$ cat config.mk
export PLATFORM = sky130hd
export DESIGN_NAME = fir_out_requant
export DESIGN_NICKNAME = d
export VERILOG_FILES = /design/src/rtl/fir_out_requant.sv
export SDC_FILE = /design/constraint.sdc
export NUM_CORES = 1
export LEC_CHECK = 0
export CAP_MARGIN = 20
export CORE_MARGIN = 2
export CORE_UTILIZATION = 52
export CTS_CLUSTER_SIZE = 14
export DETAILED_ROUTE_END_ITERATION = 8
export PLACE_DENSITY = 0.82
export SYNTH_ARGS = -nofsm -noshare
export SYNTH_HDL_FRONTEND = slang
export SYNTH_SLANG_ARGS = --single-unit
export TNS_END_PERCENT = 100
$ cat constraint.sdc
create_clock -name clk -period 3.8 [get_ports clk]
set_clock_uncertainty 0.2 [all_clocks]
set_input_delay 0.95 -clock clk [delete_from_list [all_inputs] [get_ports clk]]
set_output_delay 0.95 -clock clk [all_outputs]
set_load 0.1 [all_outputs]
$ cat src/rtl/fir_out_requant.sv
// Output requantizer for the FIR result stream: round, scale and saturate
// each wide result, buffer it in a small first-word-fall-through FIFO and
// hand it downstream over valid/ready. The filter cannot be stalled, so
// results that arrive while the FIFO is full (and not draining) are dropped
// and recorded in a sticky overflow flag.
module fir_out_requant #(
   parameter int IN_W  = 20,
   parameter int OUT_W = 8,
   parameter int SHIFT = 4,
   parameter int DEPTH = 4
) (
   input  logic                      clk,
   input  logic                      rst,
   input  logic signed [IN_W-1:0]    in_sample,
   input  logic                      in_valid,
   output logic signed [OUT_W-1:0]   out_data,
   output logic                      out_valid,
   input  logic                      out_ready,
   output logic [$clog2(DEPTH):0]    level,
   output logic                      sat_pulse,
   output logic                      ovf
);

   localparam int AW = $clog2(DEPTH);
   localparam logic [AW:0] FULL = (AW+1)'(DEPTH);
   // Output range limits carried at the widened arithmetic width.
   localparam logic signed [IN_W:0] MAXV = (IN_W+1)'((1 << (OUT_W-1)) - 1);
   localparam logic signed [IN_W:0] MINV = ~MAXV;

   logic signed [IN_W:0]  ext, sum, r;
   logic                  clip_hi, clip_lo;
   logic [OUT_W-1:0]      sat_d;

   // One extra bit of headroom so adding the rounding term never wraps.
   assign ext = {in_sample[IN_W-1], in_sample};

   generate
      if (SHIFT == 0) begin : g_noround
         assign sum = ext;
      end else begin : g_round
         localparam logic signed [IN_W:0] RND = (IN_W+1)'(1) << (SHIFT-1);
         assign sum = ext + RND;
      end
   endgenerate

   // Arithmetic shift floors, which together with +half gives round-half-up.
   assign r       = sum >>> SHIFT;
   assign clip_hi = r > MAXV;
   assign clip_lo = r < MINV;
   assign sat_d   = clip_hi ? MAXV[OUT_W-1:0] :
                    clip_lo ? MINV[OUT_W-1:0] : r[OUT_W-1:0];

   logic             s1_valid;
   logic [OUT_W-1:0] s1_data;

   // Stage 1 register: always accepts, never stalls.
   always_ff @(posedge clk) begin
      if (rst) begin
         s1_valid  <= 1'b0;
         s1_data   <= '0;
         sat_pulse <= 1'b0;
      end else begin
         s1_valid  <= in_valid;
         sat_pulse <= in_valid & (clip_hi | clip_lo);
         if (in_valid) s1_data <= sat_d;
      end
   end

   logic [OUT_W-1:0] mem [DEPTH];
   logic [AW-1:0]    wptr, rptr;
   logic             pop, push, full;

   assign out_valid = (level != '0);
   assign pop       = out_valid & out_ready;
   assign full      = (level == FULL);
   // A full FIFO still takes a new entry when the head leaves on the same edge.
   assign push      = s1_valid & (~full | pop);
   assign out_data  = out_valid ? mem[rptr] : '0;

   // FIFO control: pointers wrap naturally since DEPTH is a power of two.
   always_ff @(posedge clk) begin
      if (rst) begin
         wptr  <= '0;
         rptr  <= '0;
         level <= '0;
         ovf   <= 1'b0;
      end else begin
         if (push) wptr <= wptr + 1'b1;
         if (pop)  rptr <= rptr + 1'b1;
         if (push && !pop)      level <= level + 1'b1;
         else if (pop && !push) level <= level - 1'b1;
         if (s1_valid && !push) ovf <= 1'b1;
      end
   end

   // FIFO storage; stale contents are masked by out_valid so no reset needed.
   always_ff @(posedge clk) begin
      if (push) mem[wptr] <= s1_data;
   end

endmodule

# After elaboration in Yosys (flattened, before gate mapping)
# Memory sizes are Yosys's and may differ from the RTL's. A register that Yosys moved wholly into a read port is not among the register bits.
# Cells that the tools add are included.
# totals
regBits,18
elab_cells,38
n_memories,1
input_bits,24
ramBits,32
# mem_list
memory,depth,word_bits,rd,rd_ports_with_merged_regs,wr,line,source
mem,4,8,1,1,1,69,logic [OUT_W-1:0] mem [DEPTH];
# classes
bitwise_logic,6
n_lt_le_gt_ge,2
eq_ne,1
mux,9
add_sub_neg,5
reduce_logical,7
# op_table
cell,count
$mux W8,3
$add A20 B5 Y21 const B,1
$gt A17 B8 Y1 const B,1
$lt A17 B8 Y1 const B,1
$mux W3,2
$add A2 B1 Y2 const B,2
$mux W2,2
$add A3 B1 Y3 const B,1
$and A1 B1 Y1,3
$eq A3 B3 Y1 const B,1
$logic_and A1 B1 Y1,3
$reduce_bool A3 Y1,1
$sub A3 B1 Y3 const B,1
$logic_not A1 Y1,2
$mux W1,2
$or A1 B1 Y1,2
$reduce_bool A2 Y1,1
$not A1 Y1,1

# Longest topological paths before layout
# Gate-level depths: netlist of the first run.
# depth
word_depth,8
mapped_depth,9
ltp_nobuf,8

# Worst setup path before layout of the first run
# Ideal clock, no wire load.
# synth_timing
kind,reg-to-output
startpoint,register level[0]
endpoint,output out_data[0]
setup_slack_ps,-468
t_arrival_ps,3118
n_path_buf,1
stages_incl_launch_ff,4
path_cell_list,dfxtp_1 or3_1 clkbuf_1 and2_1
# synth_via
elab_chain_cells,2
# synth_rtl
element,line,source
start: declaration,19,"output logic [$clog2(DEPTH):0] level,"
start signal: assignment,90,if (push && !pop) level <= level + 1'b1;
start signal: assignment,91,else if (pop && !push) level <= level - 1'b1;
$reduce_bool A3 Y1,73,assign out_valid = (level != '0);
net out_valid,17,"output logic out_valid,"
$mux W8,78,assign out_data = out_valid ? mem[rptr] : '0;
end: declaration,16,"output logic signed [OUT_W-1:0] out_data,"
# The timed path passes the listed nets, and every way through them passes these cells.

# Final worst setup path of the first run
# layout_timing
startpoint,input in_sample[3]
endpoint,register s1_data[0]
# layout_via
elab_chain_cells,4
elab_cells_between_ends,5
# layout_rtl
element,line,source
start: declaration,14,"input logic signed [IN_W-1:0] in_sample,"
$add A20 B5 Y21 (*),42,assign sum = ext + RND;
$lt A17 B8 Y1,49,assign clip_lo = r < MINV;
$mux W8,51,clip_lo ? MINV[OUT_W-1:0] : r[OUT_W-1:0];
$mux W8 (*),50,assign sat_d = clip_hi ? MAXV[OUT_W-1:0] :
end signal: assignment,65,if (in_valid) s1_data <= sat_d;
end: declaration,54,logic [OUT_W-1:0] s1_data;
# Mark *: on every way between the ends. The rest lies on a longest branch, timed or not.
# A chain may end at the register's enable or synchronous reset.

==> impl_metrics.py, run 1 <==
metrics = {
    "pwr": {
        "leakagePower_nw": 1.050,
        "power_density_nw_per_um2": 707.7,
        "ir_worst_vdd_uv": 402.6,
        "power.total_w": 0.002094,
    },
    "timing": {
        "worst_pin_slew_ps": 713.6,
        "hold_viol_final": 0,
        "min_period_ps": 3262,
        "rsz0062_at_grt": "false",
        "slew_violations": 0,
        "whs_ps": 289.3,
        "max_freq_ghz": 0.3066,
        "layout_setup_ws_ps": 538.3,
        "setup_viol": 0,
        "slew_headroom": 0.5225,
        "finalCritPeriodShare": 0.8584,
        "finalSetupTns_ps": 0,
    },
    "place": {
        "pre_cts_ws_ps": 266.2,
        "dp_hpwl_um": 3169,
        "place_congestion": 0.9280,
        "portBuffers": 34,
    },
    "finish": {
        "syn2layout_area_growth_pct": 17.49,
        "nNetsFinal": 273,
        "layout_common_cells": "edfxtp_1, dfxtp_1, clkdlybuf4s50_1",
        "antenna_cells": 0,
        "final_common_cell": "edfxtp_1",
        "drive_gt1_frac": 0.1852,
    },
    "route": {
        "initialDrtViolationCount": 67,
        "wirelength_um": 4338,
        "drtPass1Iterations": 4,
        "antenna_left": 0,
        "drc": 0,
        "wl_per_cell_um": 14.61,
        "vias_per_cell": 5.731,
        "vias": 1702,
    },
    "global_routing": {
        "grt_pass1_vias": 1510,
        "antenna_found_initial": 0,
        "grt_max_degree": 16,
        "track_usage": 0.1782,
        "grt_pass1_wl_um": 7238,
        "grt-ovfl-total": 0,
    },
    "yosys": {
        "synth_ff_type": "edfxtp_1",
        "synthArstFlopShare": 0,
        "ys_seq_area_frac": 0.5405,
        "synth_edf_count": 32,
        "ys_types": 51,
        "synth.avg_cell_area_um2": 12.23,
        "synth-seq-cells": 52,
        "synth_area_um2": 2519,
        "synth_cells": 206,
        "mappedNetlistNets": 237,
        "ys.warnings.count": 0,
    },
    "setup_path": {
        "cp-end-kind": "flop",
        "slowest_stage": "clkdlybuf4s50_1",
        "crit_path_start_kind": "input port",
        "arrival_ps": 3270,
        "worstPathCellList": "clkdlybuf4s50_1 > ha_1 > nand4_1 > nor3_1 > nor3_1 > o32ai_2 > a221oi_1 > a211oi_1",
        "critPathMaxFanout": 9,
        "cpPeakStageDelay_ps": 510,
        "crit_top_cell": "nor3_1",
        "cp_data_required_time_ps": 3800,
        "path_class": "input port to flop",
        "rr_worst_depth": 8,
    },
    "clocking": {
        "cts.sinks": 52,
        "hold_buffers": 0,
        "h-tree-depth": 2,
        "cts_root_buf": "clkbuf_8",
        "clkTransAtPathRegs_ps": 90,
        "cts_buffers": 5,
        "cts_tree": "done",
        "cts_max_path_buffers": 2,
        "insertion_delay_ps": 300,
        "post_cts_buffers": 0,
        "ctsResizeCount": 0,
    },
    "floorplanning": {
        "die_height_um": 73.60,
        "dieWidth_um": 73.60,
        "start_util": 0.5368,
        "fp.coreArea_um2": 4692,
        "row_count": 25,
        "ios": 38,
        "die_area_um2": 5416,
    },
    "run": {
        "drv_cap": 0,
    },
    "worst_hold_path": {
        "min_path_type": "flop to flop",
        "min_delay_path_depth": 2,
    },
    "run_status": {
        "status": "complete, no violations",
    },
}
-- cell families after synthesis --
logic type / after synthesis / share of synthesized area
simple gates: 78 / 0.1764
flops: 52 / 0.5405
mux: 10 / 0.07948
fa+ha+maj: 7 / 0.03775
compound gates: 34 / 0.1013
buf+inv: 14 / 0.02633
xor+xnor: 11 / 0.03825
-- registers in the layout, indices dropped and copies added (netlist names), named ones only --
signal / count
mem: 32
s1_data: 8
level: 3
rptr: 2
wptr: 2
ovf: 1
s1_valid: 1
sat_pulse: 1
-- cell type report --
| cell class | count | area (um2) |
|---|---|---|
| clock inverters | 2 | 10.01 |
| well taps | 54 | 67.56 |
| multi-input cells | 140 | 1091 |
| flip-flops and latches | 52 | 1361 |
| repair buffers | 36 | 320.3 |
| inverters | 7 | 26.28 |
| clock buffers | 6 | 82.58 |
| fillers | 367 | 1733 |
-- where the power goes --
| part | leakage (nW) | switching (W) | total, W | internal (W) |
|---|---|---|---|---|
| registers | 0.462 | 0.0000692 | 0.000724 | 0.000654 |
| clock network | 0.0510 | 0.000162 | 0.000307 | 0.000145 |
| logic | 0.538 | 0.000785 | 0.00106 | 0.000279 |
| total | 1.05 | 0.00102 | 0.00209 | 0.00108 |
-- cell usage after synthesis, types with 3 or more instances --
master / number / area share
edfxtp_1: 32 / 0.38
dfxtp_1: 20 / 0.16
nand2_1: 16 / 0.024
nor2_1: 15 / 0.022
and2_1: 14 / 0.035
a21oi_1: 9 / 0.018
mux4_2: 8 / 0.072
inv_1: 7 / 0.010
ha_1: 6 / 0.030
xor2_1: 6 / 0.021
clkbuf_1: 5 / 0.0075
xnor2_1: 5 / 0.017
nor3_1: 4 / 0.0079
a211oi_1: 3 / 0.0089
a31oi_1: 3 / 0.0075
nand4_1: 3 / 0.0075
nor4_1: 3 / 0.0075
o311ai_1: 3 / 0.010
-- worst paths after layout --
kind | startpoint | end | slack [ps]
setup / recovery | in_sample[3] | s1_data[0]$_SDFFE_PP0P_ | 540
hold / removal | ovf$_SDFFE_PP0P_ | ovf$_SDFFE_PP0P_ | 290
setup reg to reg | level[0]$_SDFFE_PP0P_ | level[2]$_SDFFE_PP0P_ | 1200
hold reg to reg | ovf$_SDFFE_PP0P_ | ovf$_SDFFE_PP0P_ | 290
-- worst max-delay path: cells and delay by family --
| kind | cells | cell delay, ps |
|---|---|---|
| AO/OA/AOI/OAI | 3 | 870 |
| AND/OR/NAND/NOR | 3 | 580 |
| buffers and inverters | 1 | 510 |
| adder cells (fa/ha/maj) | 1 | 350 |
-- per-stage QoR --
| stage | cell area (um2) | utilization | std cells |
|---|---|---|---|
| after floorplan | 2520 | - | 206 |
| final | 2959 | 0.6307 | 297 |
| after global placement | 2867 | 0.6109 | 289 |
| after global routing | 2959 | 0.6307 | 297 |
| after detailed placement | 2867 | 0.6109 | 289 |
| after CTS | 2959 | 0.6307 | 297 |
-- layer usage --
layer	part of all wire	vias up	track usage	wire, um
met5	0	-	0	0
met4	0.019	0	0.06263	83
met3	0.047	7	0.04938	202
met2	0.48	48	0.2778	2074
met1	0.46	799	0.2400	1978
li1	-	848	-	-
(Power assumes the default switching activity.)
==> run 2: changes to the inputs <==
Settings changed: CORE_UTILIZATION 52 to 55, PLACE_DENSITY 0.82 to 0.86.
==> impl_metrics.py, run 2 (synthesis results as in run 1) <==
metrics = {
    "finish": {
        "nNetsFinal": 275,
        "syn2layout_area_growth_pct": 19.13,
        "fill_cells": 337,
        "drive_gt1_frac": 0.1918,
        "antenna_cells": 0,
        "final_common_cell": "edfxtp_1",
        "reg_top3": "mem x32, s1_data x8, level x3",
        "final_area_um2": 3000,
        "top_register": "mem",
        "layout_common_cells": "edfxtp_1, dfxtp_1, clkdlybuf4s50_1",
        "largest_reg_flops": 32,
    },
    "clocking": {
        "hold_buffers": 0,
        "clkTransAtPathRegs_ps": 90,
        "cts.sinks": 52,
        "cts_max_path_buffers": 2,
        "cts_tree": "done",
        "ctsResizeCount": 0,
        "cts_buffers": 5,
        "cts_root_buf": "clkbuf_8",
        "h-tree-depth": 2,
        "post_cts_buffers": 0,
        "insertion_delay_ps": 300,
    },
    "pwr": {
        "power_density_nw_per_um2": 726.8,
        "power_frac_clock": 0.178,
        "swShare": 0.4726,
        "p_sw_w": 0.001031,
        "power.total_w": 0.002181,
        "leakagePower_nw": 1.071,
        "pwr-share-comb": 0.491,
        "seqPwrFrac": 0.332,
        "ir_worst_vdd_uv": 396.2,
        "internal-power_w": 0.001150,
    },
    "setup_path": {
        "crit_path_start_kind": "input port",
        "worstPathCellList": "clkdlybuf4s50_1 > ha_1 > nand4_1 > nor4_1 > and3_1 > o32ai_2 > a221oi_1 > a211oi_1",
        "cpPeakStageDelay_ps": 510,
        "r2r-start": "level[0]$_SDFFE_PP0P_",
        "cp-end-kind": "flop",
        "slowest_stage": "clkdlybuf4s50_1",
        "cp_data_required_time_ps": 3780,
        "arrival_ps": 3150,
        "path_class": "input port to flop",
        "reg2reg_to": "level[2]$_SDFFE_PP0P_",
        "critPathMaxFanout": 5,
        "reg2reg_slack_ps": 1220,
        "rr_worst_depth": 8,
    },
    "floorplanning": {
        "row_count": 24,
        "die_area_um2": 5137,
        "fp.coreArea_um2": 4384,
        "ios": 38,
        "die_height_um": 71.67,
        "start_util": 0.5745,
        "dieWidth_um": 71.67,
    },
    "worst_hold_path": {
        "min_delay_path_depth": 2,
        "min_path_type": "flop to flop",
        "holdPathEnd": "ovf$_SDFFE_PP0P_",
        "worstHoldStart": "ovf$_SDFFE_PP0P_",
    },
    "global_routing": {
        "grt_max_degree": 17,
        "globalRouteMet1Util": 0.2640,
        "grt-ovfl-total": 0,
        "grt_pass1_wl_um": 7617,
        "track_usage": 0.1954,
        "top_usage_layer": "met2",
        "antenna_found_initial": 0,
        "grt_pass1_vias": 1603,
        "grt_use_met2": 0.3200,
        "grtUsageMet3": 0.04219,
    },
    "place": {
        "pre_cts_ws_ps": 329.0,
        "dp_hpwl_um": 3497,
        "portBuffers": 34,
        "placed_area_um2": 2879,
        "place_congestion": 0.8396,
    },
    "timing": {
        "finalCritPeriodShare": 0.8332,
        "hold_viol_final": 0,
        "setup_viol": 0,
        "min_period_ps": 3166,
        "slew_violations": 0,
        "layout_setup_ws_ps": 634.0,
        "slew_headroom": 0.6425,
        "finalSetupTns_ps": 0,
        "rsz0062_at_grt": "false",
        "worst_pin_slew_ps": 535.5,
        "whs_ps": 278.4,
        "max_freq_ghz": 0.3159,
    },
    "route": {
        "drc": 0,
        "vias": 1738,
        "initialDrtViolationCount": 157,
        "vias_per_cell": 5.852,
        "wirelength_um": 4653,
        "wl_per_cell_um": 15.67,
        "antenna_left": 0,
        "drtPass1Iterations": 4,
    },
    "run": {
        "drv_cap": 0,
    },
    "run_status": {
        "status": "complete, no violations",
    },
}
[run 2: cell types whose count changed in the layout (fill, tap and decap cells not counted)]
cell / change
buf_4: +2
bufinv_16: +1
clkinv_2: -2
clkinv_4: +1
[run 2: how the worst max path moves through the flow]
stage | startpoint | cells past startpoint | to
4_1_cts | in_sample[3] | 8 | s1_data[4]$_SDFFE_PP0P_
5_1_grt | in_sample[3] | 8 | s1_data[0]$_SDFFE_PP0P_
3_5_place_dp | in_sample[4] | 8 | s1_data[6]$_SDFFE_PP0P_
3_3_place_gp | in_sample[3] | 8 | s1_data[6]$_SDFFE_PP0P_
6_report | in_sample[4] | 8 | s1_data[0]$_SDFFE_PP0P_
2_1_floorplan | level[0]$_SDFFE_PP0P_ | 3 | out_data[0]
[run 2: per-layer routing]
metal / vias to the layer above / part of all wire
li1: 851 / -
met1: 829 / 0.46
met2: 52 / 0.48
met3: 6 / 0.044
met4: 0 / 0.014
met5: - / 0
[run 2: layout make-up]
cell class | count | area (um2) | share of cell area
flip-flops and latches | 52 | 1361 | 0.4537
well taps | 52 | 65.06 | 0.02168
repair buffers | 38 | 335.3 | 0.1118
inverters | 7 | 26.28 | 0.008757
multi-input cells | 140 | 1091 | 0.3636
clock inverters | 2 | 38.79 | 0.01293
clock buffers | 6 | 82.58 | 0.02752
[run 2: critical path, delay by kind of cell]
family	cells	cell delay, ps
AO/OA/AOI/OAI	3	530
adder cells (fa/ha/maj)	1	270
AND/OR/NAND/NOR	3	890
buffers and inverters	1	510
[run 2: power by group through the flow]
stage / Sequential (W) / Clock [W] / Combinational, W
after CTS: 0.000727 / 0.000393 / 0.00108
after detailed placement: 0.000740 / 0 / 0.00108
after global placement: 0.000735 / 0 / 0.00106
after floorplan: 0.000823 / 0 / 0.000776
final: 0.000723 / 0.000388 / 0.00107
after global routing: 0.000737 / 0.000413 / 0.00112
[run 2: per-stage QoR]
stage | util | cells
global placement | 0.6567 | 289
finish | 0.6844 | 297
global route | 0.6844 | 297
CTS | 0.6844 | 297
detailed placement | 0.6567 | 289
floorplan | - | 206
==> run 3: changes to the inputs <==
Settings changed: CORE_UTILIZATION 55 to 48, PLACE_DENSITY 0.86 to 0.8.
Clock period 3.8 ns to 2.9 ns, I/O delays scaled along.
==> impl_metrics.py, run 3 (synthesis results as in run 1) <==
metrics = {
    "run_status": {
        "status": "complete, no violations",
    },
    "clocking": {
        "cts.sinks": 52,
        "insertion_delay_ps": 300,
        "cts_root_buf": "clkbuf_8",
        "h-tree-depth": 2,
        "cts_buffers": 5,
        "cts_max_path_buffers": 2,
        "hold_buffers": 0,
        "cts_tree": "done",
        "clkTransAtPathRegs_ps": 90,
    },
    "timing": {
        "min_period_ps": 2841,
        "layout_setup_ws_ps": 58.89,
        "setup_viol": 0,
        "finalSetupTns_ps": 0,
        "hold_viol_final": 0,
        "slew_headroom": 0.6992,
        "slew_violations": 0,
        "finalCritPeriodShare": 0.9797,
        "worst_pin_slew_ps": 451.2,
        "max_freq_ghz": 0.3520,
    },
    "floorplanning": {
        "ios": 38,
        "row_count": 26,
        "dieWidth_um": 76.44,
        "fp.coreArea_um2": 5075,
        "start_util": 0.4963,
        "die_height_um": 76.44,
        "die_area_um2": 5842,
    },
    "setup_path": {
        "cp_top_family": "simple AND/OR/NAND/NOR gates",
        "cpPeakStageDelay_ps": 480,
        "critPathMaxFanout": 5,
        "reg2reg_to": "level[2]$_SDFFE_PP0P_",
        "path_class": "input port to flop",
        "cp-end-kind": "flop",
        "worstPathCellList": "clkdlybuf4s50_1 > ha_1 > nand4_1 > nor3_1 > nor4b_2 > o32ai_2 > a221oi_1 > a211oi_1",
        "reg2reg_slack_ps": 290,
        "path_buf_inv": 1,
        "crit_start": "in_sample[4]",
        "cp_data_required_time_ps": 2870,
        "arrival_ps": 2810,
        "rr_worst_depth": 8,
        "path_depth": 8,
        "worstSetupEndpoint": "s1_data[0]$_SDFFE_PP0P_",
        "r2r-start": "level[0]$_SDFFE_PP0P_",
        "slowest_stage": "clkdlybuf4s50_1",
        "crit_path_start_kind": "input port",
    },
    "place": {
        "pre_cts_ws_ps": -255.8,
        "placed_area_um2": 3233,
        "portBuffers": 34,
        "place_congestion": 0.9078,
        "dp_hpwl_um": 3955,
    },
    "finish": {
        "fill_cells": 395,
        "final_area_um2": 3374,
        "syn2layout_area_growth_pct": 33.98,
        "largest_reg_flops": 32,
        "final_common_cell": "buf_4",
        "drive_gt1_frac": 0.3321,
        "nNetsFinal": 304,
        "antenna_cells": 0,
        "top_register": "mem",
        "reg_top3": "mem x32, s1_data x8, level x3",
        "layout_common_cells": "buf_4, edfxtp_1, clkdlybuf4s50_1",
    },
    "route": {
        "vias": 1821,
        "wirelength_um": 5147,
        "wl_per_cell_um": 14.96,
        "initialDrtViolationCount": 110,
        "drc": 0,
        "drtPass1Iterations": 4,
        "vias_per_cell": 5.294,
        "antenna_left": 0,
    },
    "pwr": {
        "internal-power_w": 0.001754,
        "ir_worst_vdd_uv": 835.4,
        "power_frac_clock": 0.156,
        "power_density_nw_per_um2": 938.5,
        "p_sw_w": 0.001413,
        "leakagePower_nw": 1.245,
        "power.total_w": 0.003167,
        "seqPwrFrac": 0.293,
        "pwr-share-comb": 0.550,
        "swShare": 0.4462,
    },
    "global_routing": {
        "grt-ovfl-total": 0,
        "grt_pass1_vias": 1851,
        "grt_pass1_wl_um": 8666,
        "grt_max_degree": 16,
        "track_usage": 0.1887,
        "antenna_found_initial": 0,
    },
    "worst_hold_path": {
        "min_path_type": "flop to flop",
    },
    "run": {
        "drv_cap": 0,
    },
}
run 3: cell types whose count changed in the layout (fill, tap and decap cells not counted), sizes merged:
cell and change:
buf +29
run 3: stage by stage:
| stage | hold WS [ps] | utilization | std cells |
|---|---|---|---|
| final | 291.1 | 0.6649 | 344 |
| after global routing | 323.3 | 0.6649 | 344 |
| after CTS | 294.5 | 0.6600 | 344 |
| after detailed placement | 272.8 | 0.6371 | 336 |
| after global placement | 254.5 | 0.6371 | 336 |
| after floorplan | 248.7 | - | 206 |
run 3: tightest hold or removal path, cell delays in order (launching register included):
cell,delay (ps)
dfxtp_1,340
a21oi_1,40
nor2_1,80
run 3: what timing repair did:
action	4_1_cts	5_1_grt
resized for setup	0	5
setup buffers	0	0
setup endpoints to repair	0	4
run 3: power by group through the flow:
stage	Sequential [W]	Combinational (W)	Clock, W
detailed placement	0.000949	0.00176	0
global placement	0.000938	0.00172	0
global route	0.000941	0.00182	0.000539
floorplan	0.00108	0.00103	0
CTS	0.000931	0.00176	0.000506
finish	0.000929	0.00174	0.000495
run 3: per-layer routing:
metal / part of all wire / GRT usage / vias to the layer above / wire [um]
met5: 0 / 0 / - / 0
met4: 0.018 / 0.08000 / 0 / 92
met3: 0.038 / 0.03081 / 8 / 198
met2: 0.52 / 0.3381 / 53 / 2685
met1: 0.42 / 0.2238 / 851 / 2170
li1: - / - / 909 / -
run 3: cell type report:
class	count	area, um2	area share
flip-flops and latches	52	1365	0.4045
inverters	7	26.28	0.007786
well taps	70	87.58	0.02595
clock buffers	6	82.58	0.02447
clock inverters	2	33.78	0.01001
multi-input cells	140	1126	0.3337
repair buffers	67	653.1	0.1935
run 3: how the worst min path moves through the flow:
| stage | slack (ps) | startpoint | to | depth (start not counted) |
|---|---|---|---|---|
| finish | 290 | ovf$_SDFFE_PP0P_ | ovf$_SDFFE_PP0P_ | 2 |
| global placement | 250 | ovf$_SDFFE_PP0P_ | ovf$_SDFFE_PP0P_ | 2 |
| CTS | 290 | ovf$_SDFFE_PP0P_ | ovf$_SDFFE_PP0P_ | 2 |
| detailed placement | 270 | ovf$_SDFFE_PP0P_ | ovf$_SDFFE_PP0P_ | 2 |
| global route | 320 | level[2]$_SDFFE_PP0P_ | level[2]$_SDFFE_PP0P_ | 2 |
| floorplan | 250 | s1_valid$_SDFF_PP0_ | ovf$_SDFFE_PP0P_ | 2 |
